$ cat config.mk
export PLATFORM = sky130hd
export DESIGN_NAME = pcie_tx_arbiter_flat
export DESIGN_NICKNAME = d
export VERILOG_FILES = /design/src/rtl/pcie_tx_arbiter_if.sv /design/src/rtl/pcie_tx_arbiter.sv /design/src/flat_wrapper.sv
export SDC_FILE = /design/constraint.sdc
export NUM_CORES = 1
export LEC_CHECK = 0
export CAP_MARGIN = 20
export CORE_UTILIZATION = 36
export DETAILED_ROUTE_END_ITERATION = 8
export PLACE_DENSITY_LB_ADDON = 0.2
export SETUP_SLACK_MARGIN = 0.3
export SLEW_MARGIN = 10
export SYNTH_ARGS = -nofsm -noshare
export SYNTH_HDL_FRONTEND = slang
export SYNTH_SLANG_ARGS = --single-unit
$ cat constraint.sdc
create_clock -name clk -period 4.6 [get_ports clk]
set_input_delay 0.46 -clock clk [delete_from_list [all_inputs] [get_ports clk]]
set_output_delay 0.46 -clock clk [all_outputs]
set_load 0.05 [all_outputs]
$ cat src/rtl/pcie_tx_arbiter_if.sv
`default_nettype none
// ============================================================================
// Module      : pcie_tx_arbiter_if
// Description : 32-bit AXI-stream beat bundle used on both sides of the
//               PCIe TX arbiter (requester inputs and core-facing output).
// Revision    : 1.0 - initial release
// ============================================================================
interface pcie_tx_arbiter_if;
    logic [31:0] tdata;
    logic [3:0]  tkeep;
    logic [3:0]  tuser;
    logic        tlast;
    logic        tvalid;
    logic        tready;

    // Source of a stream: drives the beat, receives backpressure
    modport master (
        output tdata,
        output tkeep,
        output tuser,
        output tlast,
        output tvalid,
        input  tready
    );

    // Sink of a stream: receives the beat, drives backpressure
    modport slave (
        input  tdata,
        input  tkeep,
        input  tuser,
        input  tlast,
        input  tvalid,
        output tready
    );
endinterface
`default_nettype wire

$ cat src/rtl/pcie_tx_arbiter.sv
`default_nettype none
// ============================================================================
// Module      : pcie_tx_arbiter
// Description : Packet-granular round-robin arbiter sharing the PCIe core TX
//               stream between the control (port 0) and data (port 1)
//               functions. Services config-transmit requests, gates packet
//               starts on TX buffer availability, drains in-flight packets on
//               link loss and keeps a saturating count of core TX drops.
// Revision    : 1.0 - initial release
// ============================================================================
module pcie_tx_arbiter #(
    parameter int MIN_BUF_AV     = 2,
    parameter int DROP_CNT_WIDTH = 16
) (
    input  wire logic                      clk,
    input  wire logic                      rst,
    input  wire logic                      i_user_lnk_up,
    pcie_tx_arbiter_if.slave               i_s0,
    pcie_tx_arbiter_if.slave               i_s1,
    pcie_tx_arbiter_if.master              o_tx,
    input  wire logic [5:0]                i_tx_buf_av,
    input  wire logic                      i_tx_cfg_req,
    output logic                           o_tx_cfg_gnt,
    input  wire logic                      i_tx_err_drop,
    output logic [DROP_CNT_WIDTH-1:0]      o_drop_count,
    output logic [1:0]                     o_active,
    output logic                           o_busy
);

    localparam logic [5:0] C_MIN_BUF_AV = 6'(MIN_BUF_AV);

    typedef enum logic [1:0] {
        ST_IDLE  = 2'd0,
        ST_PKT   = 2'd1,
        ST_DRAIN = 2'd2,
        ST_CFG   = 2'd3
    } state_t;

    state_t                    r_state;
    state_t                    w_next_state;
    logic                      r_owner;        // 0 = port 0, 1 = port 1
    logic                      w_next_owner;
    logic                      r_last_grant;
    logic                      w_next_last_grant;
    logic                      r_cfg_gnt;
    logic [DROP_CNT_WIDTH-1:0] r_drop_count;

    logic                      w_own_valid;
    logic                      w_own_last;
    logic                      w_winner;

    assign w_own_valid = r_owner ? i_s1.tvalid : i_s0.tvalid;
    assign w_own_last  = r_owner ? i_s1.tlast  : i_s0.tlast;
    // Both requesting: the port that did not win last time; otherwise the lone requester
    assign w_winner    = (i_s0.tvalid && i_s1.tvalid) ? ~r_last_grant : i_s1.tvalid;

    // Next-state, ownership and round-robin pointer decisions
    always_comb begin
        w_next_state      = r_state;
        w_next_owner      = r_owner;
        w_next_last_grant = r_last_grant;
        case (r_state)
            ST_IDLE: begin
                if (i_user_lnk_up) begin
                    if (i_tx_cfg_req) begin
                        w_next_state = ST_CFG;
                    end else if ((i_s0.tvalid || i_s1.tvalid) && (i_tx_buf_av >= C_MIN_BUF_AV)) begin
                        w_next_state      = ST_PKT;
                        w_next_owner      = w_winner;
                        w_next_last_grant = w_winner;
                    end
                end
            end
            ST_PKT: begin
                // A completing tlast beat wins over a simultaneous link drop
                if (w_own_valid && o_tx.tready && w_own_last) begin
                    w_next_state = ST_IDLE;
                end else if (!i_user_lnk_up) begin
                    w_next_state = ST_DRAIN;
                end
            end
            ST_DRAIN: begin
                if (w_own_valid && w_own_last) begin
                    w_next_state = ST_IDLE;
                end
            end
            ST_CFG: begin
                if (!i_tx_cfg_req || !i_user_lnk_up) begin
                    w_next_state = ST_IDLE;
                end
            end
            default: w_next_state = ST_IDLE;
        endcase
    end

    // State, owner, round-robin pointer and registered config grant
    always_ff @(posedge clk) begin
        if (rst) begin
            r_state      <= ST_IDLE;
            r_owner      <= 1'b0;
            r_last_grant <= 1'b1;
            r_cfg_gnt    <= 1'b0;
        end else begin
            r_state      <= w_next_state;
            r_owner      <= w_next_owner;
            r_last_grant <= w_next_last_grant;
            r_cfg_gnt    <= (w_next_state == ST_CFG);
        end
    end

    // Zero-latency datapath mux; DRAIN swallows owner beats with tvalid held low
    always_comb begin
        o_tx.tdata  = '0;
        o_tx.tkeep  = '0;
        o_tx.tuser  = '0;
        o_tx.tlast  = 1'b0;
        o_tx.tvalid = 1'b0;
        i_s0.tready = 1'b0;
        i_s1.tready = 1'b0;
        if (r_state == ST_PKT) begin
            if (r_owner) begin
                o_tx.tdata  = i_s1.tdata;
                o_tx.tkeep  = i_s1.tkeep;
                o_tx.tuser  = i_s1.tuser;
                o_tx.tlast  = i_s1.tlast;
                o_tx.tvalid = i_s1.tvalid;
                i_s1.tready = o_tx.tready;
            end else begin
                o_tx.tdata  = i_s0.tdata;
                o_tx.tkeep  = i_s0.tkeep;
                o_tx.tuser  = i_s0.tuser;
                o_tx.tlast  = i_s0.tlast;
                o_tx.tvalid = i_s0.tvalid;
                i_s0.tready = o_tx.tready;
            end
        end else if (r_state == ST_DRAIN) begin
            if (r_owner) begin
                i_s1.tready = 1'b1;
            end else begin
                i_s0.tready = 1'b1;
            end
        end
    end

    // Saturating count of core-reported TX drops
    always_ff @(posedge clk) begin
        if (rst) begin
            r_drop_count <= '0;
        end else if (i_tx_err_drop && !(&r_drop_count)) begin
            r_drop_count <= r_drop_count + 1'b1;
        end
    end

    assign o_tx_cfg_gnt = r_cfg_gnt;
    assign o_drop_count = r_drop_count;
    assign o_busy       = (r_state != ST_IDLE);
    assign o_active     = ((r_state == ST_PKT) || (r_state == ST_DRAIN)) ?
                          (r_owner ? 2'b10 : 2'b01) : 2'b00;

endmodule
`default_nettype wire

$ cat src/flat_wrapper.sv
// flat-port wrapper written by rule: the top's interface ports become plain ports
module pcie_tx_arbiter_flat 
#(
    parameter int MIN_BUF_AV     = 2,
    parameter int DROP_CNT_WIDTH = 16
)
  (clk, rst, i_user_lnk_up, i_tx_buf_av, i_tx_cfg_req, o_tx_cfg_gnt, i_tx_err_drop, o_drop_count, o_active, o_busy, i_s0_tdata, i_s0_tkeep, i_s0_tuser, i_s0_tlast, i_s0_tvalid, i_s0_tready, i_s1_tdata, i_s1_tkeep, i_s1_tuser, i_s1_tlast, i_s1_tvalid, i_s1_tready, o_tx_tdata, o_tx_tkeep, o_tx_tuser, o_tx_tlast, o_tx_tvalid, o_tx_tready);
  pcie_tx_arbiter_if i_s0_i ();
  pcie_tx_arbiter_if i_s1_i ();
  pcie_tx_arbiter_if o_tx_i ();
  input  wire logic clk;
  input  wire logic rst;
  input  wire logic i_user_lnk_up;
  input  wire logic [5:0] i_tx_buf_av;
  input  wire logic i_tx_cfg_req;
  output logic o_tx_cfg_gnt;
  input  wire logic i_tx_err_drop;
  output logic [DROP_CNT_WIDTH-1:0] o_drop_count;
  output logic [1:0] o_active;
  output logic o_busy;
  input wire logic [$bits(i_s0_i.tdata)-1:0] i_s0_tdata;
  input wire logic [$bits(i_s0_i.tkeep)-1:0] i_s0_tkeep;
  input wire logic [$bits(i_s0_i.tuser)-1:0] i_s0_tuser;
  input wire logic [$bits(i_s0_i.tlast)-1:0] i_s0_tlast;
  input wire logic [$bits(i_s0_i.tvalid)-1:0] i_s0_tvalid;
  output wire logic [$bits(i_s0_i.tready)-1:0] i_s0_tready;
  input wire logic [$bits(i_s1_i.tdata)-1:0] i_s1_tdata;
  input wire logic [$bits(i_s1_i.tkeep)-1:0] i_s1_tkeep;
  input wire logic [$bits(i_s1_i.tuser)-1:0] i_s1_tuser;
  input wire logic [$bits(i_s1_i.tlast)-1:0] i_s1_tlast;
  input wire logic [$bits(i_s1_i.tvalid)-1:0] i_s1_tvalid;
  output wire logic [$bits(i_s1_i.tready)-1:0] i_s1_tready;
  output wire logic [$bits(o_tx_i.tdata)-1:0] o_tx_tdata;
  output wire logic [$bits(o_tx_i.tkeep)-1:0] o_tx_tkeep;
  output wire logic [$bits(o_tx_i.tuser)-1:0] o_tx_tuser;
  output wire logic [$bits(o_tx_i.tlast)-1:0] o_tx_tlast;
  output wire logic [$bits(o_tx_i.tvalid)-1:0] o_tx_tvalid;
  input wire logic [$bits(o_tx_i.tready)-1:0] o_tx_tready;
  assign i_s0_i.tdata = i_s0_tdata;
  assign i_s0_i.tkeep = i_s0_tkeep;
  assign i_s0_i.tuser = i_s0_tuser;
  assign i_s0_i.tlast = i_s0_tlast;
  assign i_s0_i.tvalid = i_s0_tvalid;
  assign i_s0_tready = i_s0_i.tready;
  assign i_s1_i.tdata = i_s1_tdata;
  assign i_s1_i.tkeep = i_s1_tkeep;
  assign i_s1_i.tuser = i_s1_tuser;
  assign i_s1_i.tlast = i_s1_tlast;
  assign i_s1_i.tvalid = i_s1_tvalid;
  assign i_s1_tready = i_s1_i.tready;
  assign o_tx_tdata = o_tx_i.tdata;
  assign o_tx_tkeep = o_tx_i.tkeep;
  assign o_tx_tuser = o_tx_i.tuser;
  assign o_tx_tlast = o_tx_i.tlast;
  assign o_tx_tvalid = o_tx_i.tvalid;
  assign o_tx_i.tready = o_tx_tready;
  pcie_tx_arbiter #(.MIN_BUF_AV(MIN_BUF_AV), .DROP_CNT_WIDTH(DROP_CNT_WIDTH)) u_core (.clk(clk), .rst(rst), .i_user_lnk_up(i_user_lnk_up), .i_s0(i_s0_i), .i_s1(i_s1_i), .o_tx(o_tx_i), .i_tx_buf_av(i_tx_buf_av), .i_tx_cfg_req(i_tx_cfg_req), .o_tx_cfg_gnt(o_tx_cfg_gnt), .i_tx_err_drop(i_tx_err_drop), .o_drop_count(o_drop_count), .o_active(o_active), .o_busy(o_busy));
endmodule
==> qor.txt <==
first-pass GRT wire length: 9.59 mm
IO Count: 160
slew margin rel.: 34.7%
Antenna Violating Nets Remaining: 0
Clock Skews: 2.70 ps
worst-path cell chain: buf_4, mux2i_1, nor2b_1, clkdlybuf4s50_1
CTS Hold Buffers Added: 0
vias in the first global route: 1,907
dpl ws: 1680 ps
Die Ht: 75.7 µm
routability congestion estimate: 0.769
Seq/Total Area, Yosys: 21.5%
CTS tree: yes
CTS Sinks: 21
GRT Util Overall: 21.9%
RSZ-0062 raised after global routing: false
clock-pin slew on the worst setup and hold paths: 80 ps
Initial Util: 37.8%
CP arrival: 2720 ps
Hold Path Origin: u_core.o_drop_count[14]
CP Capture Type: output port
total core area: 5170 µm²
die area: 5730 µm²
Final TNS setup: 0 ps
pwr dens: 363 nW/µm²
Synth Cell Area: 1960 µm²
Max VDD drop: 0.265 mV
total gr overflow: 0
RR Startpoint: u_core.r_owner
number of synthesized flops with an enable pin: 0
largest net degree at the start of global routing: 48
syn nets: 339
Hold EP: u_core.o_drop_count[14]
most common cell after layout, fill and taps aside: clkdlybuf4s50_1
final setup fails: 0
Register-to-Register Path Depth: 5
CTS H-tree depth: 1
Yosys cell types: 36
max-slew violation count: 0
CP max stage cell: dfxtp_2
Data required, critical path: 4140 ps
most frequent cells in the layout: clkdlybuf4s50_1, mux2i_1, nor2b_1, dfxtp_1, nor2_1
Num CTS Buffers: 3
Final period util: 69.0%
final hold viol count: 0
Clk Tree Root Cell: clkbuf_8
routed via count: 2,190
asr flop ratio synth: 0%
Avg Cell Area, Syn: 8.26 µm²
initial antenna violation count: 0
Least-Margin Pin Slew: 979 ps
Final WS setup: 1420 ps
CP Max Fanout: 36
CP Class: flip-flop to output port
ys flop type: dfxtp_1
DP Wirelength: 5.32 mm
Area Growth Syn to Fin: 84.8%
Rows: 26
drt pass-1 iters: 4
crit-path max cell delay: 980 ps
CTS max path bufs: 2
Setup Buffers After CTS: 0
max_cap viols: 0
routed wire length: 6.67 mm
Synthesis Warnings: 0
post-CTS sizing: 0
Synth Register Bits: 21
Max Fclk: 315 MHz
Final min period: 3180 ps
PortBufs: 158
worst r2r dst: u_core.o_tx_cfg_gnt
Synth Instances: 237
chip width: 75.7 µm
status: finished, final reports clean
hold path cells: 1
antenna cells: 0
Worst Hold Class: flip-flop to flip-flop
initial DRC count: 70
nets@finish: 488
Static Leak: 0.00124 µW
routed length per instance: 14.7 µm
layout cells sized above 1: 4.16%
r2r setup slk: 2500 ps
clk_lat worst skew: 260 ps
drt via density: 4.81
# DRC: 0
crit start category: flip-flop
worst max-delay path, delay by kind of cell, from the launching register on:
family | cells | cell delay [ps]
buffers and inverters | 2 | 1240
flip-flops | 1 | 980
multiplexers | 1 | 120
AND/OR/NAND/NOR | 1 | 110
power by group:
part	internal, µW	switching [µW]	total (µW)
registers	197	21.8	219
clock network	60.2	58.4	119
logic	380	597	977
total	637	678	1310
worst max path at each step:
stage | slack [ps] | startpoint | to | depth (start not counted)
floorplan | 2340 | u_core.r_state[1] | o_tx_tdata[0] | 5
global placement | 1710 | u_core.r_owner | o_tx_tdata[8] | 4
detailed placement | 1680 | u_core.r_owner | o_tx_tdata[1] | 4
CTS | 1400 | u_core.r_owner | o_tx_tdata[1] | 4
global route | 1260 | u_core.r_owner | o_tx_tdata[10] | 4
finish | 1420 | u_core.r_owner | o_tx_tdata[3] | 4
cells in the mapped netlist (2+ instances only):
master / n / area (µm²)
nand3_1: 7 / 35.0
nand4_1: 2 / 12.5
a31oi_1: 2 / 12.5
nor3_1: 3 / 15.0
mux2i_1: 46 / 460
o21ai_0: 3 / 15.0
xnor2_1: 12 / 105
nor2b_1: 44 / 275
a21oi_1: 6 / 30.0
ha_1: 6 / 75.1
nand2_1: 14 / 52.6
inv_1: 5 / 18.8
nor4_2: 3 / 37.5
clkbuf_1: 9 / 33.8
dfxtp_1: 21 / 420
buf_2: 6 / 30.0
nor2_1: 19 / 71.3
and4_1: 3 / 26.3
nand2b_1: 2 / 12.5
and3_1: 5 / 31.3
a211oi_1: 4 / 30.0
final cells by class:
cell class / instances / area, µm²
Clock buffer: 3 / 41.3
Clock inverter: 1 / 5.00
Sequential cell: 21 / 422
Tap cell: 70 / 87.6
Timing Repair Buffer: 160 / 1600
Inverter: 5 / 18.8
Multi-Input combinational cell: 195 / 1450
Fill cell: 428 / 1560
registers in the layout (all words and copies together) (netlist names):
register and flops:
u_core.o_drop_count 16, u_core.o_tx_cfg_gnt 1, u_core.r_state 2, u_core.r_last_grant 1, u_core.r_owner 1
routing by layer:
metal | vias up | GRT usage, % | routed length, µm
li1 | 1116 | - | -
met2 | 81 | 42.7 | 3380
met1 | 987 | 25.3 | 2710
met5 | - | 0 | 0
met4 | 0 | 3.70 | 71
met3 | 6 | 3.17 | 517
cells by family after synthesis:
logic type / after synthesis / synth area share [%]
simple gates: 106 / 31.2
mux: 46 / 23.5
compound gates: 24 / 9.53
buf+inv: 21 / 4.60
flops: 21 / 21.5
xor+xnor: 13 / 5.82
fa+ha+maj: 6 / 3.84
stage by stage:
stage	utilization (%)	instance area, µm²	hold slack, ps	total power, µW	std cells
floorplan	-	1960	530	862	237
global placement	69.0	3570	492	1190	451
detailed placement	69.0	3570	501	1200	451
CTS	69.9	3620	525	1320	455
global route	69.9	3620	546	1380	455
finish	69.9	3620	529	1310	455
(Power assumes the default switching activity.)
